**src/rtl/toy_dog_pkg.sv**
```systemverilog
// toy_dog_pkg: shared state type and mood code constants for the toy dog controller.
// The enum values are the mood codes themselves, so mood == state code.
// Consumers decoding mood (the 7-segment mood decoder) import the MOOD_* constants.
package toy_dog_pkg;

  typedef enum logic [2:0] {
    ST_SLEEP  = 3'b000,
    ST_IDLE   = 3'b001,
    ST_HAPPY  = 3'b010,
    ST_HUNGRY = 3'b011,
    ST_EATING = 3'b100,
    ST_BARK   = 3'b101
  } state_e;

  localparam logic [2:0] MOOD_SLEEP  = 3'b000;
  localparam logic [2:0] MOOD_IDLE   = 3'b001;
  localparam logic [2:0] MOOD_HAPPY  = 3'b010;
  localparam logic [2:0] MOOD_HUNGRY = 3'b011;
  localparam logic [2:0] MOOD_EATING = 3'b100;
  localparam logic [2:0] MOOD_BARK   = 3'b101;

  function automatic int max_int(input int a, input int b);
    return (a > b) ? a : b;
  endfunction

endpackage

```
**src/rtl/toy_dog_ctrl_edge_sync.sv**
```systemverilog
// edge_sync: turns a level sensor input into a single-cycle rising-edge pulse.
// Latency: 2 cycles with TOY_DOG_SYNC_EN (2-flop synchronizer), else combinational from din.
// Ports: clk, rst_n (async active-low), din (level in), pulse (one cycle high per 0->1 of din).
module edge_sync (
  input  logic clk,
  input  logic rst_n,
  input  logic din,
  output logic pulse
);

  logic lvl;
  logic prev_q, prev_d;

`ifdef TOY_DOG_SYNC_EN
  logic meta_q, meta_d;
  logic sync_q, sync_d;

  always_comb begin
    meta_d = din;
    sync_d = meta_q;
  end

  always_ff @(posedge clk or negedge rst_n) begin
    if (!rst_n) begin
      meta_q <= 1'b0;
      sync_q <= 1'b0;
    end else begin
      meta_q <= meta_d;
      sync_q <= sync_d;
    end
  end

  assign lvl = sync_q;
`else
  assign lvl = din;
`endif

  always_comb prev_d = lvl;

  always_ff @(posedge clk or negedge rst_n) begin
    if (!rst_n) prev_q <= 1'b0;
    else        prev_q <= prev_d;
  end

  // A held level only produces a pulse on its first cycle.
  assign pulse = lvl & ~prev_q;

endmodule

```
**src/rtl/toy_dog_ctrl.sv**
```systemverilog
// toy_dog_ctrl: timed Moore FSM driving mood code, tail motor and buzzer from pet/feed/prox sensors.
// Ports: clk, rst_n (async active-low); pet, feed, prox level inputs; mood[2:0], tail, bark registered outputs.
// Build option TOY_DOG_SYNC_EN: synchronize sensor inputs (events act 2 cycles later); default treats them as synchronous.
module toy_dog_ctrl import toy_dog_pkg::*; #(
  parameter int CLK_PER_SEC = 50_000_000,
  parameter int IDLE_SEC    = 10,
  parameter int HAPPY_SEC   = 3,
  parameter int BARK_SEC    = 2,
  parameter int EAT_SEC     = 4,
  parameter int HUNGER_SEC  = 30
) (
  input  logic       clk,
  input  logic       rst_n,
  input  logic       pet,
  input  logic       feed,
  input  logic       prox,
  output logic [2:0] mood,
  output logic       tail,
  output logic       bark
);

  localparam int PW      = $clog2(CLK_PER_SEC);
  localparam int MAX_SEC = max_int(max_int(max_int(IDLE_SEC, HAPPY_SEC),
                                           max_int(BARK_SEC, EAT_SEC)), HUNGER_SEC);
  localparam int SW      = $clog2(MAX_SEC + 1);

  logic pet_p, feed_p, prox_p;

  edge_sync u_pet  (.clk(clk), .rst_n(rst_n), .din(pet),  .pulse(pet_p));
  edge_sync u_feed (.clk(clk), .rst_n(rst_n), .din(feed), .pulse(feed_p));
  edge_sync u_prox (.clk(clk), .rst_n(rst_n), .din(prox), .pulse(prox_p));

  state_e        state_q, state_d;
  logic [PW-1:0] presc_q, presc_d;
  logic [SW-1:0] elapsed_q, elapsed_d;
  logic [SW-1:0] hunger_q, hunger_d;
  logic          phase_q, phase_d;
  logic [2:0]    mood_q, mood_d;
  logic          tail_q, tail_d;
  logic          bark_q, bark_d;

  logic sec_tick, state_chg, hunger_full;
  logic idle_done, happy_done, bark_done, eat_done;

  assign sec_tick    = (presc_q == PW'(CLK_PER_SEC - 1));
  assign hunger_full = (hunger_q == SW'(HUNGER_SEC));

  // A dwell of N seconds ends on the tick that would make elapsed reach N, so the
  // exit edge lands exactly N*CLK_PER_SEC cycles after the entry edge.
  assign idle_done  = sec_tick && (elapsed_q == SW'(IDLE_SEC - 1));
  assign happy_done = sec_tick && (elapsed_q == SW'(HAPPY_SEC - 1));
  assign bark_done  = sec_tick && (elapsed_q == SW'(BARK_SEC - 1));
  assign eat_done   = sec_tick && (elapsed_q == SW'(EAT_SEC - 1));

  always_comb begin
    state_d = state_q;
    case (state_q)
      ST_SLEEP: begin
        if (feed_p)               state_d = ST_EATING;
        else if (pet_p || prox_p) state_d = ST_IDLE;
      end
      ST_IDLE: begin
        if (feed_p)           state_d = ST_EATING;
        else if (hunger_full) state_d = ST_HUNGRY;
        else if (pet_p)       state_d = ST_HAPPY;
        else if (prox_p)      state_d = ST_BARK;
        else if (idle_done)   state_d = ST_SLEEP;
      end
      ST_HAPPY: begin
        if (feed_p)          state_d = ST_EATING;
        else if (happy_done) state_d = ST_IDLE;
      end
      ST_BARK: begin
        if (feed_p)         state_d = ST_EATING;
        else if (bark_done) state_d = ST_IDLE;
      end
      ST_EATING: begin
        if (eat_done) state_d = ST_IDLE;
      end
      ST_HUNGRY: begin
        if (feed_p) state_d = ST_EATING;
      end
      default: state_d = ST_SLEEP;
    endcase
  end

  assign state_chg = (state_d != state_q);

  always_comb begin
    presc_d   = presc_q + 1'b1;
    elapsed_d = elapsed_q;
    hunger_d  = hunger_q;
    phase_d   = phase_q;

    // Every state change restarts the one-second grid for the new state.
    if (state_chg || sec_tick) presc_d = '0;

    if (state_chg)
      elapsed_d = '0;
    else if (sec_tick && (elapsed_q != SW'(MAX_SEC)))
      elapsed_d = elapsed_q + 1'b1;

    if ((state_d == ST_EATING) && (state_q != ST_EATING))
      hunger_d = '0;
    else if (sec_tick && (state_q != ST_EATING) && !hunger_full)
      hunger_d = hunger_q + 1'b1;

    // Whimper pattern in HUNGRY: buzzer on at entry, flips every second.
    if ((state_d == ST_HUNGRY) && (state_q != ST_HUNGRY))
      phase_d = 1'b1;
    else if ((state_q == ST_HUNGRY) && sec_tick)
      phase_d = ~phase_q;
  end

  always_comb begin
    mood_d = state_d;
    tail_d = (state_d == ST_HAPPY) || (state_d == ST_EATING);
    bark_d = (state_d == ST_BARK) || ((state_d == ST_HUNGRY) && phase_d);
  end

  always_ff @(posedge clk or negedge rst_n) begin
    if (!rst_n) begin
      state_q   <= ST_SLEEP;
      presc_q   <= '0;
      elapsed_q <= '0;
      hunger_q  <= '0;
      phase_q   <= 1'b0;
      mood_q    <= MOOD_SLEEP;
      tail_q    <= 1'b0;
      bark_q    <= 1'b0;
    end else begin
      state_q   <= state_d;
      presc_q   <= presc_d;
      elapsed_q <= elapsed_d;
      hunger_q  <= hunger_d;
      phase_q   <= phase_d;
      mood_q    <= mood_d;
      tail_q    <= tail_d;
      bark_q    <= bark_d;
    end
  end

  assign mood = mood_q;
  assign tail = tail_q;
  assign bark = bark_q;

endmodule

```
**config.mk**
```make
export PLATFORM = sky130hd
export DESIGN_NAME = toy_dog_ctrl
export DESIGN_NICKNAME = d
export VERILOG_FILES = /design/src/rtl/toy_dog_pkg.sv /design/src/rtl/toy_dog_ctrl_edge_sync.sv /design/src/rtl/toy_dog_ctrl.sv
export SDC_FILE = /design/constraint.sdc
export NUM_CORES = 1
export LEC_CHECK = 0
export ABC_AREA = 1
export BUFFER_PORTS_ARGS = -buffer_cell sky130_fd_sc_hd__buf_2
export CAP_MARGIN = 0
export CORE_UTILIZATION = 50
export CTS_CLUSTER_DIAMETER = 200
export DETAILED_ROUTE_END_ITERATION = 8
export PLACE_DENSITY = 0.69
export SETUP_SLACK_MARGIN = 0.3
export SYNTH_ARGS = -nofsm -noshare
export SYNTH_HDL_FRONTEND = slang
export SYNTH_SLANG_ARGS = --single-unit
```
**constraint.sdc**
```tcl
create_clock -name clk -period 1.8 [get_ports clk]
set_input_delay 0.09 -clock clk [delete_from_list [all_inputs] [get_ports clk]]
set_output_delay 0.09 -clock clk [all_outputs]
set_load 0.05 [all_outputs]
```
Word level (Yosys, flattened, before mapping) --
Cells that the tools add are included. Widths: inputs -> output; s select.
Storage, ports and cells: input bits 5, register bits 45, output and inout port bits 5, logic and storage cells 79
Operators by class: multiplexer cells 21, reduce and logical (&&, ||, !) cells 19, equality and inequality tests 19, bitwise logic cells 7, $add $sub $neg 3
Operator list (count):
- $mux 3 | 13
- $add 26x1->26 const B | 1
- $eq 26x26->1 const B | 1
- $mux 26 | 1
- $mux 5 | 4
- $pmux 3 s6 | 1
- $eq 3x2->1 const B | 4
- $eq 3x3->1 const B | 4
- $logic_and 1x1->1 | 11
- $add 5x1->5 const B | 2
- $eq 5x2->1 const B | 2
- $eq 5x1->1 const B | 1
- $eq 5x4->1 const B | 1
- $eq 5x5->1 const B | 1
- $ne 5x5->1 const B | 1
- $logic_or 1x1->1 | 4
- $not 1->1 | 4
- $reduce_bool 2->1 | 2
- $and 1x1->1 | 3
- $eq 3x1->1 const B | 1
- $logic_not 3->1 | 1
- $ne 3x2->1 const B | 1
- $ne 3x3->1 | 1
- $ne 3x3->1 const B | 1
- other kinds (2) | 3

Logic depth before layout (Yosys ltp) --
depth in word-level cells 13, mapped depth 17, gate-level depth less buffers 16

By module --
From an unflattened synthesis, not the netlist that was laid out.
Second synthesis, totals: cells, all modules 326, area total of the unflattened synthesis 2631.3 µm²
By module, submodules not included:
- toy_dog_ctrl | instances 1, area an instance 2526.2 µm², cells each 317
- edge_sync | instances 3, area an instance 35.0 µm², cells each 3

Least setup slack after synthesis --
OpenSTA, ideal clock, no wires.
path type register to register, start register, netlist name mood[0], end register presc_q[15], setup slack -0.319 ns, period minus slack after synthesis 2.119 ns, stages on the path, launching flop included 17, required time 1.731 ns, data arrival time 2.051 ns, setup time 0.069 ns, cells stage by stage dfrtp_1 > buf_2 > nand2_1 > nor2_1 > nand2_1 > nand3_1 > nor2_1 > nand2_1 > inv_1 > nand2_1 > nand2_1 > nand2_2 > nand2_1 > nand2_1 > nand3_4 > buf_6 > nor2_2
RTL lines:
- to (signal assigned) | line toy_dog_ctrl.sv:133 | presc_q <= presc_d;
- to (decl) | line toy_dog_ctrl.sv:34 | logic [PW-1:0] presc_q, presc_d;

Worst setup path after layout --
start register elapsed_q[1], end register presc_q[9]
On the way: word-level cells in the longest chain between the ends 11, elaborated cells on any way between the ends 22, those cells by class eq/ne: 5; mux: 12; reduce/logical: 5
Ends and longest elaborated chain:
- from (decl) | line toy_dog_ctrl.sv:35 | logic [SW-1:0] elapsed_q, elapsed_d;
- from (signal assigned) | line toy_dog_ctrl.sv:134 | elapsed_q <= elapsed_d;
- $eq 5x4->1 | line toy_dog_ctrl.sv:50 | assign idle_done = sec_tick && (elapsed_q == SW'(IDLE_SEC - 1));
- $logic_and 1x1->1 | line toy_dog_ctrl.sv:50
- $mux 3 | line toy_dog_ctrl.sv:67 | else if (idle_done) state_d = ST_SLEEP;
- $mux 3 | line toy_dog_ctrl.sv:66 | else if (prox_p) state_d = ST_BARK;
- $mux 3 | line toy_dog_ctrl.sv:65 | else if (pet_p) state_d = ST_HAPPY;
- $mux 3 | line toy_dog_ctrl.sv:64 | else if (hunger_full) state_d = ST_HUNGRY;
- $mux 3 | line toy_dog_ctrl.sv:63 | if (feed_p) state_d = ST_EATING;
- $pmux 3 s6 * | line toy_dog_ctrl.sv:57 | case (state_q)
- via mood_d[2] | line toy_dog_ctrl.sv:38 | logic [2:0] mood_q, mood_d;
- $ne 3x3->1 * | line toy_dog_ctrl.sv:87 | assign state_chg = (state_d != state_q);
- $logic_or 1x1->1 * | line toy_dog_ctrl.sv:96 | if (state_chg || sec_tick) presc_d = '0;
- $mux 26 * | line toy_dog_ctrl.sv:96
- via presc_d[9] | line toy_dog_ctrl.sv:34
The timed path passes the listed nets; every way through them passes the cells marked *. A chain may end at the register's enable or synchronous reset.

==> flow_summary.json <==
{
  "path_max_fanout": 10,
  "ys_ff_latch": 45,
  "grt_overflow_total": 0,
  "syn-num-nets": 348,
  "finalMaxSlewViolations": 0,
  "drc_errors": 0,
  "yosys.area.top_type": "dfrtp_1",
  "die_w_um": 74.9,
  "required_ns": 2.03,
  "root_buffer": "clkbuf_8",
  "synthTopCellsByArea": "dfrtp_1, nand2_1, xor2_1, inv_1, nor2_1",
  "dp_hpwl_um": 4230,
  "ys_warn_count": 0,
  "synth_cell_types": 27,
  "cts_made_buffers": 5,
  "powerDensity_nw_per_um2": 980,
  "outcome": "complete, but fails checks",
  "ir_worst_vdd_uv": 633,
  "routed-via-count": 2518,
  "gp_congestion": 0.886,
  "fin_crit_sh_pct": 129,
  "cts_sinks": 45,
  "rsz0062_at_grt": "yes",
  "drt_first_pass_iters": 4,
  "critical_path_class": "reg2reg",
  "portBuffers": 9,
  "drtIter0Drc": 123,
  "regToRegStartpoint": "elapsed_q[1]$_DFFE_PN0P_",
  "fmax_mhz": 431,
  "violations": "setup timing",
  "synth_edf_count": 0,
  "fin_nets": 461,
  "rrSetupSlack_ns": -0.52,
  "crit_path_end_kind": "flop",
  "finalHoldViolCount": 0,
  "maxCapViolCount": 0,
  "whs_path_depth": 7,
  "seq_area_frac_synth_pct": 42.4,
  "syn_inst": 337,
  "worst_pin_slew_ns": 0.560,
  "critPathMaxStageDelay_ns": 0.42,
  "die-area_sq_um": 5610,
  "holdPathEnd": "mood[0]$_DFF_PN0_",
  "grt_max_degree": 46,
  "fin_ws_ns": -0.521,
  "yosys-top-cells-count": "nand2_1, dfrtp_1, inv_1, nor2_1, nor2_2",
  "wirelength_um": 6680,
  "cts_tree": "yes",
  "grt_pass1_vias": 2192,
  "layoutNonFillerInstCount": 520,
  "stdcell_area_sq_um": 3930,
  "r2r_end": "presc_q[9]$_DFF_PN0_",
  "diodes": 0,
  "min_period_ns": 2.32,
  "slew_headroom_pct": 62.7,
  "post_drt_wl_per_cell_um": 12.9,
  "fin_total_pwr_uw": 3850,
  "slowest_stage": "dfrtp_1",
  "cts-htree-levels": 2,
  "rr_worst_depth": 15,
  "cts.path.max_buffers": 2,
  "postRouteAntennaNets": 0,
  "drive_above_1_share_pct": 45.6,
  "nFillCells": 331,
  "synth_most_common_cell": "nand2_1",
  "clk_pin_slew_worst_paths_ns": 0.08,
  "die_y_um": 74.9,
  "syn_area_sq_um": 2660,
  "arrival_ns": 2.55,
  "grtUsageTotal_pct": 22.9,
  "power.leakage_uw": 0.00181,
  "place_inst": 493,
  "postPlaceCellArea_sq_um": 3440,
  "hp-class": "in2reg",
  "synth-main-ff-cell": "dfrtp_1",
  "start_kind": "flop",
  "antenna_found_initial": 0,
  "clk-insertion-delay-late_ns": 0.30,
  "viasPerCell": 4.84,
  "skew_ns": 0.00520,
  "grt_pass1_wl_um": 9500,
  "min_from": "feed",
  "setup_tns_ns": -16.31,
  "syn_avg_cell_area_sq_um": 7.89,
  "synth_top_area_share_pct": 42.4,
  "num_rows": 26,
  "ios": 10,
  "async_flop_share_pct": 100,
  "start_util_pct": 52.1,
  "design.core.area_sq_um": 5110,
  "finalSetupViolations": 39,
  "area_delta_synth_final_pct": 47.9,
  "cp_cell_sequence": "inv_1 -> ha_1 -> nand2_1 -> nor2_1 -> nand3_2 -> nand2_2 -> inv_2 -> nor2_4 -> nand2_2 -> nand2_1 -> nand3_2 -> nor2_4 -> nand3_4 -> buf_12 -> nor2_2"
}
[cells by family after synthesis]
| family | count (synthesis) | synth area share [%] |
|---|---|---|
| buffers and inverters | 50 | 7.72 |
| XOR/XNOR | 28 | 9.22 |
| AO/OA/AOI/OAI | 11 | 2.21 |
| flip-flops | 45 | 42.4 |
| AND/OR/NAND/NOR | 197 | 35.7 |
| adder cells (fa/ha/maj) | 6 | 2.82 |
[final cells by class]
cell class              instances  area (sq um)  area share, %
multi-input cells             242          1560           39.8
flip-flops and latches         45          1130           28.7
repair buffers                110           875           22.2
inverters                      46           173           4.39
well taps                      70          87.6           2.23
clock buffers                   5          68.8           1.75
clock inverters                 2          35.0          0.891
[power breakdown]
group / internal (uW) / switching [uW] / leakage [uW]
combinational: 788 / 1180 / 0.00116
clock: 403 / 328 / 0.0000540
sequential: 1090 / 69.7 / 0.000604
total: 2280 / 1580 / 0.00181
[flip-flops by register name, summed over array words and instances (netlist names)]
| name | cells |
|---|---|
| presc_q | 26 |
| elapsed_q | 5 |
| hunger_q | 5 |
| mood | 3 |
| bark | 1 |
| phase_q | 1 |
| tail | 1 |
| u_feed.prev_q | 1 |
| u_pet.prev_q | 1 |
| u_prox.prev_q | 1 |
[stage by stage]
step / hold WS, ns / util, % / setup slack (ns)
floorplan: -0.206 / - / -0.164
global placement: 0.207 / 67.3 / -0.345
detailed placement: 0.209 / 67.3 / -0.380
CTS: 0.361 / 72.7 / -0.259
global route: 0.426 / 77.0 / -0.657
finish: 0.391 / 77.0 / -0.521
[routing by layer]
layer  part of all wire [%]  up-vias  track usage (%)
met5                      0        -                0
met4                    2.3        0             11.3
met3                    4.0       14             4.55
met2                     50       60             36.3
met1                     44     1177             30.1
li1                       -     1267                -
[worst max-delay path by stage]
| stage | from | endpoint | slack (ns) | cells past startpoint |
|---|---|---|---|---|
| 2_1_floorplan | presc_q[0]$_DFF_PN0_ | presc_q[15]$_DFF_PN0_ | -0.16 | 16 |
| 3_3_place_gp | presc_q[0]$_DFF_PN0_ | presc_q[18]$_DFF_PN0_ | -0.35 | 11 |
| 3_5_place_dp | presc_q[0]$_DFF_PN0_ | presc_q[18]$_DFF_PN0_ | -0.38 | 11 |
| 4_1_cts | presc_q[0]$_DFF_PN0_ | presc_q[3]$_DFF_PN0_ | -0.26 | 16 |
| 5_1_grt | presc_q[0]$_DFF_PN0_ | presc_q[9]$_DFF_PN0_ | -0.66 | 16 |
| 6_report | elapsed_q[1]$_DFFE_PN0P_ | presc_q[9]$_DFF_PN0_ | -0.52 | 15 |
[critical path: cells and delay by family (launching register included)]
family,cells,cell delay (ns)
flip-flops,1,0.42
AND/OR/NAND/NOR,11,1.36
adder cells (fa/ha/maj),1,0.15
buffers and inverters,3,0.33
[cells in the final DEF (no fill, tap or decap), types with 2 or more instances in the layout]
master,count
xnor2_1,9
nor3_1,5
dfrtp_2,3
or2_2,2
xor2_1,19
nand3_4,3
nand3_1,12
buf_6,5
nor2_4,14
clkbuf_8,5
nand2_1,58
inv_1,43
nor3_2,5
o21ai_2,2
dfrtp_1,42
nand2_4,2
ha_1,5
inv_2,2
buf_12,2
nor2_2,28
o21ai_0,4
a21oi_2,2
buf_2,9
nand4_1,8
buf_4,89
dlygate4sd3_1,4
nand2_2,17
nor2_1,32
nand3_2,5
[what timing repair did]
action                                  CTS  global route
cloned                                    0             1
endpoints found under the setup margin   42            42
hold buffers                              4             0
pin swaps                                 3            16
hold endpoints to repair                 48             0
resized for setup                        20            36
setup buffers                             8             7
No activity file was read; power rests on OpenSTA's default activity.
